==> config.mk <==
export PLATFORM = sky130hd
export DESIGN_NAME = uv_spi_rxq
export DESIGN_NICKNAME = d
export VERILOG_FILES = /design/src/rtl/uv_spi_rxq.sv
export SDC_FILE = /design/constraint.sdc
export NUM_CORES = 1
export LEC_CHECK = 0
export CORE_MARGIN = 2
export CORE_UTILIZATION = 32
export CTS_BUF_LIST = sky130_fd_sc_hd__clkbuf_16
export CTS_CLUSTER_SIZE = 8
export DETAILED_ROUTE_END_ITERATION = 6
export GPL_TIMING_DRIVEN = 1
export PLACE_DENSITY_LB_ADDON = 0.12
export SLEW_MARGIN = 10
export SYNTH_ARGS = -nofsm -noshare
export SYNTH_HDL_FRONTEND = slang
export SYNTH_SLANG_ARGS = --single-unit
export TNS_END_PERCENT = 5
==> constraint.sdc <==
create_clock -name clk -period 3.5 [get_ports clk]
set_clock_uncertainty 0.2 [all_clocks]
set_input_delay 0.7 -clock clk [delete_from_list [all_inputs] [get_ports clk]]
set_output_delay 0.7 -clock clk [all_outputs]
set_load 0.01 [all_outputs]
==> src/rtl/uv_spi_rxq.sv <==
// RX queue for the SPI master: first-word-fall-through FIFO with no write backpressure,
// a fixed drop/overwrite overflow policy, a saturating lost-word counter and a watermark level.
module uv_spi_rxq #(
  parameter int QUE_AW   = 3,
  parameter int QUE_DP   = 2 ** QUE_AW,
  parameter int QUE_DW   = 32,
  parameter bit OVF_OVWR = 1'b0,
  parameter int CNT_W    = 8
) (
  input  logic              clk,
  input  logic              rst,
  input  logic              rcv_vld,
  input  logic [QUE_DW-1:0] rcv_dat,
  output logic              deq_rdy,
  input  logic              deq_vld,
  output logic [QUE_DW-1:0] deq_dat,
  input  logic              que_clr,
  output logic [QUE_AW:0]   que_len,
  input  logic [QUE_AW:0]   wm_lvl,
  output logic              wm_irq,
  output logic              ovf,
  input  logic              ovf_clr,
  output logic [CNT_W-1:0]  ovf_cnt
);

  localparam int PTR_W = QUE_AW + 1;

  function automatic logic [CNT_W-1:0] sat_inc(input logic [CNT_W-1:0] v);
    return (v == {CNT_W{1'b1}}) ? v : v + CNT_W'(1);
  endfunction

  logic [QUE_DW-1:0] mem_q [QUE_DP];
  logic [PTR_W-1:0]  wr_ptr_q, wr_ptr_d;
  logic [PTR_W-1:0]  rd_ptr_q, rd_ptr_d;
  logic              ovf_q, ovf_d;
  logic [CNT_W-1:0]  cnt_q, cnt_d;

  logic empty, full, pop, ovf_evt, do_wr, rd_adv;

  assign que_len = wr_ptr_q - rd_ptr_q;
  assign empty   = (wr_ptr_q == rd_ptr_q);
  assign full    = (que_len == PTR_W'(QUE_DP));
  assign pop     = deq_vld && !empty;

  // A full queue that is also popped this cycle accepts the push normally.
  assign ovf_evt = rcv_vld && full && !pop && !que_clr;
  assign do_wr   = rcv_vld && !que_clr && (!full || pop || OVF_OVWR);
  assign rd_adv  = !que_clr && (pop || (ovf_evt && OVF_OVWR));

  always_comb begin
    wr_ptr_d = wr_ptr_q;
    rd_ptr_d = rd_ptr_q;
    ovf_d    = ovf_q;
    cnt_d    = cnt_q;
    if (que_clr) begin
      wr_ptr_d = '0;
      rd_ptr_d = '0;
    end else begin
      if (do_wr)  wr_ptr_d = wr_ptr_q + PTR_W'(1);
      if (rd_adv) rd_ptr_d = rd_ptr_q + PTR_W'(1);
    end
    // A same-cycle overflow beats ovf_clr and restarts the count at one.
    if (ovf_evt) begin
      ovf_d = 1'b1;
      cnt_d = ovf_clr ? CNT_W'(1) : sat_inc(cnt_q);
    end else if (ovf_clr) begin
      ovf_d = 1'b0;
      cnt_d = '0;
    end
  end

  always_ff @(posedge clk) begin
    if (rst) begin
      wr_ptr_q <= '0;
      rd_ptr_q <= '0;
      ovf_q    <= 1'b0;
      cnt_q    <= '0;
      for (int i = 0; i < QUE_DP; i++) mem_q[i] <= '0;
    end else begin
      wr_ptr_q <= wr_ptr_d;
      rd_ptr_q <= rd_ptr_d;
      ovf_q    <= ovf_d;
      cnt_q    <= cnt_d;
      if (do_wr) mem_q[wr_ptr_q[QUE_AW-1:0]] <= rcv_dat;
    end
  end

  assign deq_rdy = !empty;
  assign deq_dat = mem_q[rd_ptr_q[QUE_AW-1:0]];
  assign wm_irq  = (wm_lvl != '0) && (que_len >= wm_lvl);
  assign ovf     = ovf_q;
  assign ovf_cnt = cnt_q;

endmodule

==> Word-level counts from Yosys, hierarchy flattened <==
Memory sizes are Yosys's and may differ from the RTL's. A register that Yosys moved wholly into a read port is not among the register bits.
Cells that the tools add are included.
{ "classes": {"n_addsub": 4, "n_lt_le_gt_ge": 1, "eq_ne": 4, "mux": 16, "reduce_logical": 18} }
{ "ops": {"columns": ["operator", "count"], "rows": [
  ["$mux W32", 1],
  ["$mux W8", 4],
  ["$reduce_or A32 Y1", 1],
  ["$mux W3", 3],
  ["$add A4 B1 Y4 const B", 2],
  ["$add A8 B1 Y8 const B", 1],
  ["$eq A8 B8 Y1 const B", 1],
  ["$logic_and A1 B1 Y1", 8],
  ["$mux W1", 8],
  ["$eq A4 B4 Y1", 1],
  ["$eq A4 B4 Y1 const B", 1],
  ["$ge A4 B4 Y1", 1],
  ["$logic_not A1 Y1", 4],
  ["$reduce_bool A4 Y1", 1],
  ["$sub A4 B4 Y4", 1],
  ["$ne A2 B2 Y1 const B", 1],
  ["$reduce_and A2 Y1", 1],
  ["$reduce_bool A2 Y1", 1],
  ["$reduce_or A2 Y1", 1],
  ["$logic_or A1 B1 Y1", 1]
]} }
{ "word_totals": {"ff_bits": 17, "ramBits": 256, "input_bits": 42, "out_inout_bits": 47, "elab_cells": 48, "n_memories": 1} }
{ "memory_table": {"columns": ["name", "depth", "width", "rd", "rd_ports_with_merged_regs", "wr", "line", "source"], "rows": [
  ["mem_q", 8, 32, 1, 1, 8, "32", "logic [QUE_DW-1:0] mem_q [QUE_DP];"]
]} }

==> Longest topological paths before layout <==
Gate-level depths: netlist (run 1).
{ "depth": {"ltp_word": 10, "ltp_mapped": 11, "depth_no_buf": 9} }

==> Worst setup path after synthesis (run 1) <==
No wires, ideal clock.
{ "synth_path": {"kind": "flip-flop to flip-flop", "startpoint": "register wr_ptr_q[0]", "endpoint": "memory mem_q[5][0], enable pin", "setup_time_ns": 0.389, "arrival_time_ns": 3.041, "t_required_ns": 2.911, "slack_ns": -0.131, "path_stages_with_launch": 11, "n_path_buf": 1, "synth_period_minus_slack_ns": 3.631, "cell_sequence": "dfxtp_1 inv_1 ha_1 inv_1 fa_1 xor2_1 nor3_1 and4_4 or4_4 buf_6 or2b_1"} }
{ "synth_lines": {"columns": ["item", "line", "source"], "rows": [
  ["from (decl)", "33", "logic [PTR_W-1:0] wr_ptr_q, wr_ptr_d;"],
  ["from (signal assigned)", "80", "wr_ptr_q <= wr_ptr_d;"],
  ["to (decl)", "32", null]
]} }

==> impl_summary.md, run 1 <==
Worst hold path
The worst min-delay path startpoint is ovf. The endpoint of the worst hold-timing path is ovf. In this run the worst hold path is classified as flop to flop. The worst hold path was traced through 2 stages.

Global route
The pin count of the biggest net entering global routing is 33. The number of global-route vias before repair is 7801. The number of antenna violations at the first check in global routing was 0. Across every metal layer, demand over resource in global routing totals 0.166. Summed over all layers, the global routing overflow is 0. The first-pass GRT wire length is 50200 um.

Critical path
The worst setup path is captured at an output port. Together, buffers and inverters on the worst path number 3. The signal arrival time at the worst endpoint is 2.52 ns. The endpoint identified for the worst register-to-register timing path is mem_q[5][0]. The category of the critical setup timing path is flop to output port. The launching point of the worst reg2reg path is wr_ptr_q[0]. Counting buffers and inverters, the worst setup path is 5 cells deep.

The required time at the endpoint of the critical path is 2.60 ns. The worst reg-to-reg setup slack is 0.15 ns. Of all nets on the critical path, the largest fanout is 15. The worst stage delay on the critical path is 0.53 ns. The signal on the critical path passes through buf_12, buf_16, mux4_2, mux2_2, clkdlybuf4s50_1. The kind of launch point of the worst setup path is a flop. The number of cells on the worst reg-to-reg path is 11. For this design, the slowest cell found on the critical path is sky130_fd_sc_hd__mux4_2. The cell family with the largest share of critical-path delay is buffers and inverters.

Yosys
The average footprint of a synthesized cell is 14.2 um2. After synthesis, the share of flip-flops with an asynchronous set or reset is 0. After synthesis, the most frequently instantiated cells are sky130_fd_sc_hd__edfxtp_1, sky130_fd_sc_hd__nor2_1, sky130_fd_sc_hd__mux4_2.

Of the synthesized area, sequential elements account for 0.647. The area fraction of the dominant cell type after synthesis is 0.615. Yosys attributes the largest share of cell area to sky130_fd_sc_hd__edfxtp_1, sky130_fd_sc_hd__mux4_2, sky130_fd_sc_hd__nor2_1. The post-synthesis cell type with the largest combined area is sky130_fd_sc_hd__edfxtp_1.

Synthesis produced a netlist whose cell count is 878. The area of the mapped netlist is 12500 um2. Among all cell types in the netlist, the one instantiated most often is sky130_fd_sc_hd__edfxtp_1. The most used flip-flop cell after synthesis is sky130_fd_sc_hd__edfxtp_1. The number of nets in the synthesized netlist is 931. The synthesized design contains 276 register bits. Yosys printed 0 warnings. The netlist uses 48 different library cells.

The number of flops mapped to enable cells by yosys is 256.

Timing
Of the available clock period, the critical path in the final layout requires 0.977. The worst max-slew margin expressed relative to the limit is 0.325. The total count of hold-check failures in the final report is 0. Setup repair after global routing could not meet its margin everywhere. For the finished layout, the period the worst path requires is 3.42 ns. Setup violations remaining at the end of the flow were counted as 0. For the pin with the worst max-slew slack, the measured transition is 1.01 ns.

The number of pins with negative max-slew slack in the final report is 0. For the final routed database, the setup TNS stands at 0 ns. The highest clock rate is 0.293 GHz.

Placed design
During placement, the flow inserted port buffers numbering 88. Summed over all nets, the half-perimeter wirelength after detailed placement is 20000 um. Once placement completed, the tool counted placed cells totaling 1453.

Once placement finished, the instance area stood at 14300 um2. The congestion estimate from routability-driven global placement came to 0.706.

Route
For this run, design rule violations remaining after detail routing come to 0. Dividing the detail-routed via count by the number of cells gives 4.89. The number of routed nets with antenna violations is 0.

The overall via count from detail_route is 7393. The detailed router finished its first iteration with 531 violations. Dividing the detail-routed wire length by the instance count gives 21.9 um. For this block, the routed nets add up to 33200 um of wire. The first TritonRoute pass finished after 5 iterations.

Clock tree
The number of buffers on the longest clock path is 3. The clock tree synthesis step divided the H-tree into 2 levels. TritonCTS built the clock tree. The count of hold-fix buffers inserted at cts is 0. The cell sitting at the root of the clock tree is a sky130_fd_sc_hd__clkbuf_16. The clock slew seen by the registers of the worst setup and hold paths is 0.05 ns.

CTS saw 276 sinks. The number of buffers created by CTS is 40. The clock latency at the later pin of the worst-skew pair is 0.51 ns.

Run status
The run finished with clean final reports.

Power
Dividing total power by cell area gives a power density of 500 nW/um2. For this design the static power due to leakage is 5.37 nW. The worst-case IR drop observed on VDD is 0.291 mV.

Cells and area
The post-layout utilization of the core is 0.402. The share of cells above drive strength 1 is 0.257. The final-stage net count is 1034. The layout overhead on the synthesized area is 24.4%.

After routing the design area is 15600 um2. The number of filler instances in the final layout is 3570. The number of antenna diodes is 0. The final instance count without filler cells is 1513.

Floorplanning
The number of I/O pins is 89. The placement row count is 72. The floorplan core area is 38600 um2.

The initial utilization of the core area, before any placement, comes to 0.324. The die boundary height is 202 um. The die is 202 um wide. The die covers 40700 um2.

Job
Across the run, the number of max-cap violations was 0.
## how the worst max path moves through the flow
stage | from | to | slack, ns
finish | flop | deq_dat[28] | 0.08
floorplan | wr_ptr_q[0] | mem_q[7][0] | 0.15
global route | rd_ptr_q[1] | wm_irq | -0.03
detailed placement | wm_lvl[0] | wm_irq | 0.05
global placement | wm_lvl[0] | wm_irq | 0.03
CTS | flop | deq_dat[16] | 0.002
## layout make-up
type                    instances  area, um2  share of cell area
clock buffers                  42       1050              0.0676
clock inverters                14       91.3             0.00587
inverters                       8       30.0             0.00193
multi-input cells             508       4050               0.260
flip-flops and latches        276       8100               0.521
well taps                     518        648              0.0417
repair buffers                147       1590               0.102
## sequential cells by signal (all words and copies together) (netlist names), named ones only
name      flops
ovf           1
ovf_cnt       8
wr_ptr_q      4
mem_q       256
rd_ptr_q      4
## worst register-to-register path: stages, from the launching register on
cell	delay [ns]
sky130_fd_sc_hd__dfxtp_1	0.34
sky130_fd_sc_hd__inv_2	0.07
sky130_fd_sc_hd__ha_4	0.16
sky130_fd_sc_hd__inv_1	0.06
sky130_fd_sc_hd__fa_1	0.45
sky130_fd_sc_hd__buf_4	0.15
sky130_fd_sc_hd__buf_4	0.13
sky130_fd_sc_hd__nor3_1	0.23
sky130_fd_sc_hd__and4_4	0.27
sky130_fd_sc_hd__or4_4	0.12
sky130_fd_sc_hd__buf_4	0.77
sky130_fd_sc_hd__nor2_1	0.12
## per-stage QoR
stage	power [mW]	setup slack, ns	hold slack (ns)
after floorplan	4.05	0.151	0.280
after global placement	4.31	0.0306	0.261
after detailed placement	4.31	0.0538	0.264
after CTS	7.89	0.00195	0.278
after global routing	8.04	-0.0348	0.306
final	7.78	0.0813	0.275
## power by group
part           switching, mW  internal [mW]  leakage [nW]  total, mW
clock network           1.35           2.19         0.603       3.54
logic                  0.269          0.227          1.95      0.496
registers             0.0286           3.72          2.82       3.74
## repair_timing
item / CTS / global route
pin swaps: 0 / 4
endpoints found under the setup margin: 30 / 23
gates resized for setup: 8 / 16
setup buffers: 2 / 2
## metal layers
layer  vias up  track usage  routed length [um]
met2       208        0.273               15800
li1       3388            -                   -
met3        42       0.0296                1790
met5         -            0                   0
met4         0       0.0386                 476
met1      3755        0.229               15100
## layout by cell type (no fill, tap or decap), types with 3 or more instances in the layout
master,instances
sky130_fd_sc_hd__buf_6,4
sky130_fd_sc_hd__or2_2,3
sky130_fd_sc_hd__dfxtp_1,15
sky130_fd_sc_hd__nor2b_1,4
sky130_fd_sc_hd__o31ai_1,4
sky130_fd_sc_hd__ha_1,8
sky130_fd_sc_hd__dlymetal6s2s_1,7
sky130_fd_sc_hd__inv_1,19
sky130_fd_sc_hd__buf_4,37
sky130_fd_sc_hd__or4_1,3
sky130_fd_sc_hd__nor2_2,7
sky130_fd_sc_hd__nand2_1,9
sky130_fd_sc_hd__or3_1,3
sky130_fd_sc_hd__nand3_1,4
sky130_fd_sc_hd__nand4_1,7
sky130_fd_sc_hd__nand2b_2,7
sky130_fd_sc_hd__clkdlybuf4s50_1,79
sky130_fd_sc_hd__nor2_1,237
sky130_fd_sc_hd__nor3_1,3
sky130_fd_sc_hd__mux2_2,32
sky130_fd_sc_hd__xnor2_1,3
sky130_fd_sc_hd__a21oi_1,13
sky130_fd_sc_hd__xor2_1,3
sky130_fd_sc_hd__dfxtp_2,4
sky130_fd_sc_hd__nand4b_1,3
sky130_fd_sc_hd__a21o_1,3
sky130_fd_sc_hd__nand2b_1,35
sky130_fd_sc_hd__mux4_2,64
sky130_fd_sc_hd__buf_12,16
sky130_fd_sc_hd__o21ai_0,7
sky130_fd_sc_hd__nor2_4,23
sky130_fd_sc_hd__clkbuf_16,42
sky130_fd_sc_hd__edfxtp_1,256
## cells by family after synthesis
logic type	Yosys count	share of synthesized area
and+or+nand+nor	364	0.145
muxes	97	0.145
AOI/OAI and AO/OA	30	0.0141
adders and majority gates	11	0.0116
buffers and inverters	94	0.0334
xor gates and xnor gates	6	0.00420
DFF	276	0.647
(Power assumes the default switching activity.)
==> run 2, diff against run 1 <==
--- a/config.mk
+++ b/config.mk
@@ -5,6 +5,7 @@
 export SDC_FILE = /design/constraint.sdc
 export NUM_CORES = 1
 export LEC_CHECK = 0
+export CORE_ASPECT_RATIO = 1.25
 export CORE_MARGIN = 2
 export CORE_UTILIZATION = 32
 export CTS_BUF_LIST = sky130_fd_sc_hd__clkbuf_16
@@ -12,6 +13,7 @@
 export DETAILED_ROUTE_END_ITERATION = 6
 export GPL_TIMING_DRIVEN = 1
 export PLACE_DENSITY_LB_ADDON = 0.12
+export SETUP_SLACK_MARGIN = 0.15
 export SLEW_MARGIN = 10
 export SYNTH_ARGS = -nofsm -noshare
 export SYNTH_HDL_FRONTEND = slang
==> impl_summary.md, run 2 (synthesized netlist as in run 1, its figures left out) <==
Cells and area
Leaving out fill and tap cells, the most frequent cells in the layout are sky130_fd_sc_hd__edfxtp_1, sky130_fd_sc_hd__nor2_1, sky130_fd_sc_hd__mux4_2, sky130_fd_sc_hd__clkdlybuf4s50_1, sky130_fd_sc_hd__buf_4. The number of filler instances in the final layout is 3608. The final instance area is 15400 um2. The net count of the finished layout is 1035.

The share of cells above drive strength 1 is 0.271. The finished layout holds 1481 standard cells, fillers aside. The most common cell after layout, fill and taps aside is sky130_fd_sc_hd__edfxtp_1. The register with the most flip-flops in the layout has 256 of them.

The post-layout utilization of the core is 0.403. The register ranked first by flip-flop count is mem_q. The repair_antennas step left the layout with diodes totalling 0. The layout overhead on the synthesized area is 23.4%.

Critical path
In this run the critical register-to-register path is launched from wr_ptr_q[0]. The number of cells on the worst reg-to-reg path is 10. The kind of launch point of the worst setup path is a flop. In this run the worst setup path terminates at wm_irq. The required time at the endpoint of the critical path is 2.60 ns. The worst reg-to-reg setup slack is 0.29 ns. The launching instance or port of the critical path is wr_ptr_q[0].

STA classifies the critical path endpoint as an output port. The endpoint of the most critical register-to-register path is mem_q[5][31]. The maximum net fanout on the critical path is 3. The cell family with the largest share of critical-path delay is adder cells. Traced cell by cell, the critical path runs through inv_4, ha_4, inv_1, fa_2, ha_4, a21o_1, a21o_1, a21oi_2, nor2_1, buf_2. STA puts the critical path data arrival time at 2.45 ns. The number of buffers and inverters on the critical path is 3.

Among all stages on the critical path, the largest delay is contributed by sky130_fd_sc_hd__fa_2. The worst stage delay on the critical path is 0.56 ns. The critical path is of the flop to output port type. The critical path crosses 10 cells after its start point.

Floorplanning
The placement row count is 80. The die covers 40700 um2. After floorplanning, the core was sized to cover 38300 um2. The initial cell density of the core is 0.326.

The die width is 181 um. The floorplan step set the die height to 225 um. In this run the count of I/O pins placed on the die edge is 89.

Route
The number of routed nets with antenna violations is 0. For this run, design rule violations remaining after detail routing come to 0. Dividing the detail-routed via count by the number of cells gives 4.90. In the detailed route, the total length drawn on met3 is 1200 um. In the final routing, the length of wire on met1 measures 13200 um. The number of optimization iterations in the first detailed-route pass is 4. The first routing iteration left 423 violations.

The routed wire length on met2 is 16500 um. Summing over every cut layer, the via total after detailed routing is 7263. The top routing layer in use is met4.

The mean routed wirelength per cell is 21.3 um. Wires add up to 31500 um.

Placed design
Once detailed placement completed, the half-perimeter wirelength came to 20400 um. The total placed cells including tap cells is 1428. In this run the tool buffered the top-level ports with 88 buffer cells. The area of placed instances is 14200 um2. The placer congestion estimate is 0.743.

Worst hold path
In this run the worst hold path is classified as flop to flop.

Power
Across the VDD grid, the largest voltage drop is 0.252 mV. In this run the static leakage power is 5.32 nW. The areal power density over the cells is 501 nW/um2.

Clock tree
The clock latency at the later pin of the worst-skew pair is 0.53 ns. The level count of the clock H-tree is 2. The clock slew seen by the registers of the worst setup and hold paths is 0.05 ns. The number of sinks on the clock net is 276.

The number of buffers created by CTS is 40. The clock root buffer is sky130_fd_sc_hd__clkbuf_16. The clock passes through at most 3 buffers. Hold repair after CTS inserted 0 buffers. TritonCTS built the clock tree.

Timing
The number of pins with negative max-slew slack in the final report was 0. The count of endpoints failing setup in the final report is 0. Summed over all failing endpoints, the final setup total negative slack is 0 ns. The worst max-slew margin expressed relative to the limit is 0.349. Setup repair after global routing could not meet its margin everywhere. The highest clock rate is 0.298 GHz. The total count of hold-check failures in the final report is 0. The smallest clock period supported by the final layout is computed as 3.35 ns. The transition time at the pin with the least slew margin is 0.976 ns. Of the available clock period, the critical path in the final layout requires 0.958.

Global route
Across every metal layer, demand over resource in global routing totals 0.160. The total overflow left after global routing is 0. The number of global-route vias before repair came to 8010. The first global-routing pass estimated 48800 um of wire. The pin count of the biggest net entering global routing is 33. The number of antenna violations at the first check in global routing is 0.

Job
The count of max-cap constraint violations is 0.

Run status
The flow ran to the end, and the final reports show no timing, DRC or antenna violations.
==> run 2: worst reg2reg max path, delay by kind of cell (launching register included) <==
family / cells / cell delay [ns]
flip-flops: 1 / 0.35
buffers and inverters: 4 / 1.00
AND/OR/NAND/NOR: 4 / 0.76
adder cells (fa/ha/maj): 2 / 0.61
==> run 2: report_power, final <==
part | switching [mW] | leakage (nW) | total (mW) | internal (mW)
Sequential | 0.0303 | 2.82 | 3.75 | 3.72
Combinational | 0.255 | 1.93 | 0.458 | 0.203
Clock | 1.35 | 0.565 | 3.52 | 2.18
==> run 2: timing repair <==
action                                  CTS  global route
buffers inserted                          2             2
resized for setup                        51            11
pin swaps                                 1             4
endpoints found under the setup margin   35            19
endpoints found under the hold margin     0             0
==> run 2: metrics by stage <==
stage,setup WS [ns],power (mW),hold slack (ns)
after floorplan,0.151,4.05,0.280
after global placement,0.0267,4.30,0.263
after detailed placement,0.0421,4.30,0.266
after CTS,0.00257,7.85,0.278
after global routing,0.0510,7.99,0.289
final,0.147,7.73,0.270
==> run 2: layer usage <==
metal	up-vias	global-route usage
met5	-	0
met4	0	0.0463
met3	43	0.0252
met2	137	0.289
met1	3712	0.197
li1	3371	-
==> run 2: how the worst min path moves through the flow <==
stage / from / endpoint / slack [ns] / cells past startpoint
2_1_floorplan: rd_ptr_q[1] / flop / 0.28 / 2
3_3_place_gp: ovf / ovf / 0.26 / 2
4_1_cts: ovf / ovf / 0.28 / 2
5_1_grt: ovf / ovf / 0.29 / 2
3_5_place_dp: ovf / ovf / 0.27 / 2
6_report: ovf / ovf / 0.27 / 2
==> run 2: final cells by class <==
type	count	area (um2)	area share
repair buffers	148	1480	0.0957
multi-input cells	508	4090	0.265
clock buffers	42	1050	0.0681
inverters	8	32.5	0.00211
flip-flops and latches	276	8110	0.525
clock inverters	7	65.1	0.00422
well taps	492	616	0.0399
==> run 3, diff against run 2 <==
--- a/config.mk
+++ b/config.mk
@@ -9,9 +9,11 @@
 export CORE_MARGIN = 2
 export CORE_UTILIZATION = 32
 export CTS_BUF_LIST = sky130_fd_sc_hd__clkbuf_16
+export CTS_CLUSTER_DIAMETER = 60
 export CTS_CLUSTER_SIZE = 8
 export DETAILED_ROUTE_END_ITERATION = 6
 export GPL_TIMING_DRIVEN = 1
+export HOLD_SLACK_MARGIN = 0.08
 export PLACE_DENSITY_LB_ADDON = 0.12
 export SETUP_SLACK_MARGIN = 0.15
 export SLEW_MARGIN = 10
==> impl_summary.md, run 3 (synthesized netlist as in run 1, its figures left out) <==
Placed design
The total placed cells including tap cells is 1428. The HPWL after detailed placement is 20400 um. The placer congestion estimate is 0.743. During placement, the flow inserted port buffers numbering 88.

Critical path
The cell with the biggest individual delay on the critical path is sky130_fd_sc_hd__or3_4. In this run the critical register-to-register path is launched from wr_ptr_q[0]. Traced cell by cell, the critical path runs through inv_2, ha_4, a21o_1, or3_4, and2_4, ha_1, a21oi_2, nor2_1, buf_2.

The kind of capture point of the worst setup path is an output port. The worst stage delay on the critical path is 0.37 ns. The category of the critical setup timing path is flop to output port. STA puts the critical path data arrival time at 2.45 ns.

The cell family with the largest share of critical-path delay is simple AND/OR/NAND/NOR gates. The path length in cells of the critical path is 9. The worst reg-to-reg setup slack is 0.29 ns. The required time at the endpoint of the critical path is 2.60 ns. The number of cells on the worst reg-to-reg path is 10. The maximum net fanout on the critical path is 4. Together, buffers and inverters on the worst path number 2. STA classifies the critical path startpoint as a flop.

In this run the worst setup path begins at rd_ptr_q[2].

Cells and area
The flip-flop count of the largest register after layout is 256. Counting flops per register, the top entry is mem_q. The final-stage net count is 1042.

In the final layout, the share of cells above drive strength 1 is 0.276. The repair_antennas step left the layout with diodes totalling 0. In the layout the commonest cells are sky130_fd_sc_hd__edfxtp_1, sky130_fd_sc_hd__nor2_1, sky130_fd_sc_hd__mux4_2, sky130_fd_sc_hd__clkdlybuf4s50_1, sky130_fd_sc_hd__buf_4.

The most common cell after layout, fill and taps aside is sky130_fd_sc_hd__edfxtp_1. The layout overhead on the synthesized area is 24.0%. The final instance count without filler cells is 1488.

Global route
Entering global routing, the biggest net connects 33 pins. The number of global-route vias before repair came to 7968. The global router's overall resource usage is 0.160. The number of antenna violations at the first check in global routing was 0. The total congestion overflow after global routing is 0. The first global-routing pass estimated 48700 um of wire.

Route
The number of optimization iterations in the first detailed-route pass is 4. Detailed routing inserted a total of 7268 vias. Dividing the detail-routed wire length by the instance count gives 21.2 um. The ratio of routed vias to standard cells is 4.88.

Summed over all layers, the routed wires come to 31600 um. The remaining design rule violation count is 0. After the first detailed-routing iteration, the DRC count stood at 450.

The number of routed nets with antenna violations is 0.

Floorplanning
The initialized floorplan defines 80 standard-cell rows. The initial utilization of the core area, before any placement, comes to 0.326. The die boundary height is 225 um.

The floorplan core area is 38300 um2. The number of I/O pins is 89. The die is 181 um wide. The die covers 40700 um2.

Timing
The sum of negative setup slack is 0 ns. The count of endpoints failing setup in the final report is 0. Setup repair after global routing could not meet its margin everywhere.

The number of pins with negative max-slew slack in the final report is 0. Based on the critical path, the design can be clocked at up to 0.299 GHz. The worst max-slew margin expressed relative to the limit is 0.342. The final clock period utilization by the worst path is 0.957.

At the pin with the least slew margin, the transition time is 0.987 ns. The shortest clock period the worst path allows after layout is 3.35 ns. The total count of hold-check failures in the final report was 0.

Clock tree
The count of hold-fix buffers inserted at cts is 0. The number of buffers on the longest clock path is 3. Clock tree synthesis selected as its root buffer the cell sky130_fd_sc_hd__clkbuf_16. The level count of the clock H-tree is 2. TritonCTS built the clock tree. Counting every sink on the clock net gives 276. The number of buffers created by CTS is 40. The clock latency at the later pin of the worst-skew pair is 0.52 ns. The clock slew seen by the registers of the worst setup and hold paths is 0.05 ns.

Power
The static power due to leakage is 5.35 nW. Across the VDD grid, the largest voltage drop is 0.301 mV. Power spread over the standard cell area amounts to 499 nW/um2.

Run status
The run finished with clean final reports.

Worst hold path
The class of the tightest hold or removal check is flop to flop. Along the worst hold path, the cell count comes to 2. The worst min-delay path startpoint is ovf.

Job
Across the run, the number of max-cap violations was 0.
## run 3: tightest hold or removal path, cell delays in order, from the launching register on
cell and delay (ns):
sky130_fd_sc_hd__dfxtp_1 0.31, sky130_fd_sc_hd__nand2b_1 0.06, sky130_fd_sc_hd__a21oi_1 0.06
## run 3: layout make-up
type | instances | area (um2)
Clock buffer | 42 | 1050
Clock inverter | 7 | 65.1
Fill cell | 3578 | 22800
Inverter | 8 | 32.5
Multi-Input combinational cell | 508 | 4090
Sequential cell | 276 | 8110
Tap cell | 492 | 616
Timing Repair Buffer | 155 | 1540
## run 3: power breakdown
part           internal, mW  total (mW)  switching [mW]  leakage [nW]
clock                  2.18        3.53            1.35         0.565
sequential             3.72        3.75          0.0302          2.82
combinational         0.206       0.461           0.256          1.97
## run 3: metrics by stage
stage	util	hold slack (ns)	worst slack, ns	total power [mW]	instance area (um2)
after global placement	0.371	0.263	0.0267	4.30	14200
after global routing	0.404	0.289	0.0708	8.00	15500
after floorplan	-	0.280	0.151	4.05	12500
after detailed placement	0.371	0.266	0.0421	4.30	14200
final	0.404	0.271	0.151	7.74	15500
after CTS	0.401	0.278	0.0169	7.84	15400
## run 3: worst paths after layout
| path | to |
|---|---|
| max | wm_irq |
| min | ovf |
| max reg2reg | mem_q[5][31] |
| min reg2reg | ovf |
## run 3: timing repair
action,4_1_cts,5_1_grt
gates cloned,0,0
setup buffers,2,9
endpoints found under the setup margin,35,9
pin swaps,1,4
gates resized for setup,50,11
## run 3: layer usage
metal	wire (um)	track usage	share of wire	up-vias
met5	0	0	0	-
met2	16700	0.290	0.53	142
met3	1220	0.0276	0.039	28
met4	444	0.0388	0.014	0
li1	-	-	-	3383
met1	13200	0.197	0.42	3715
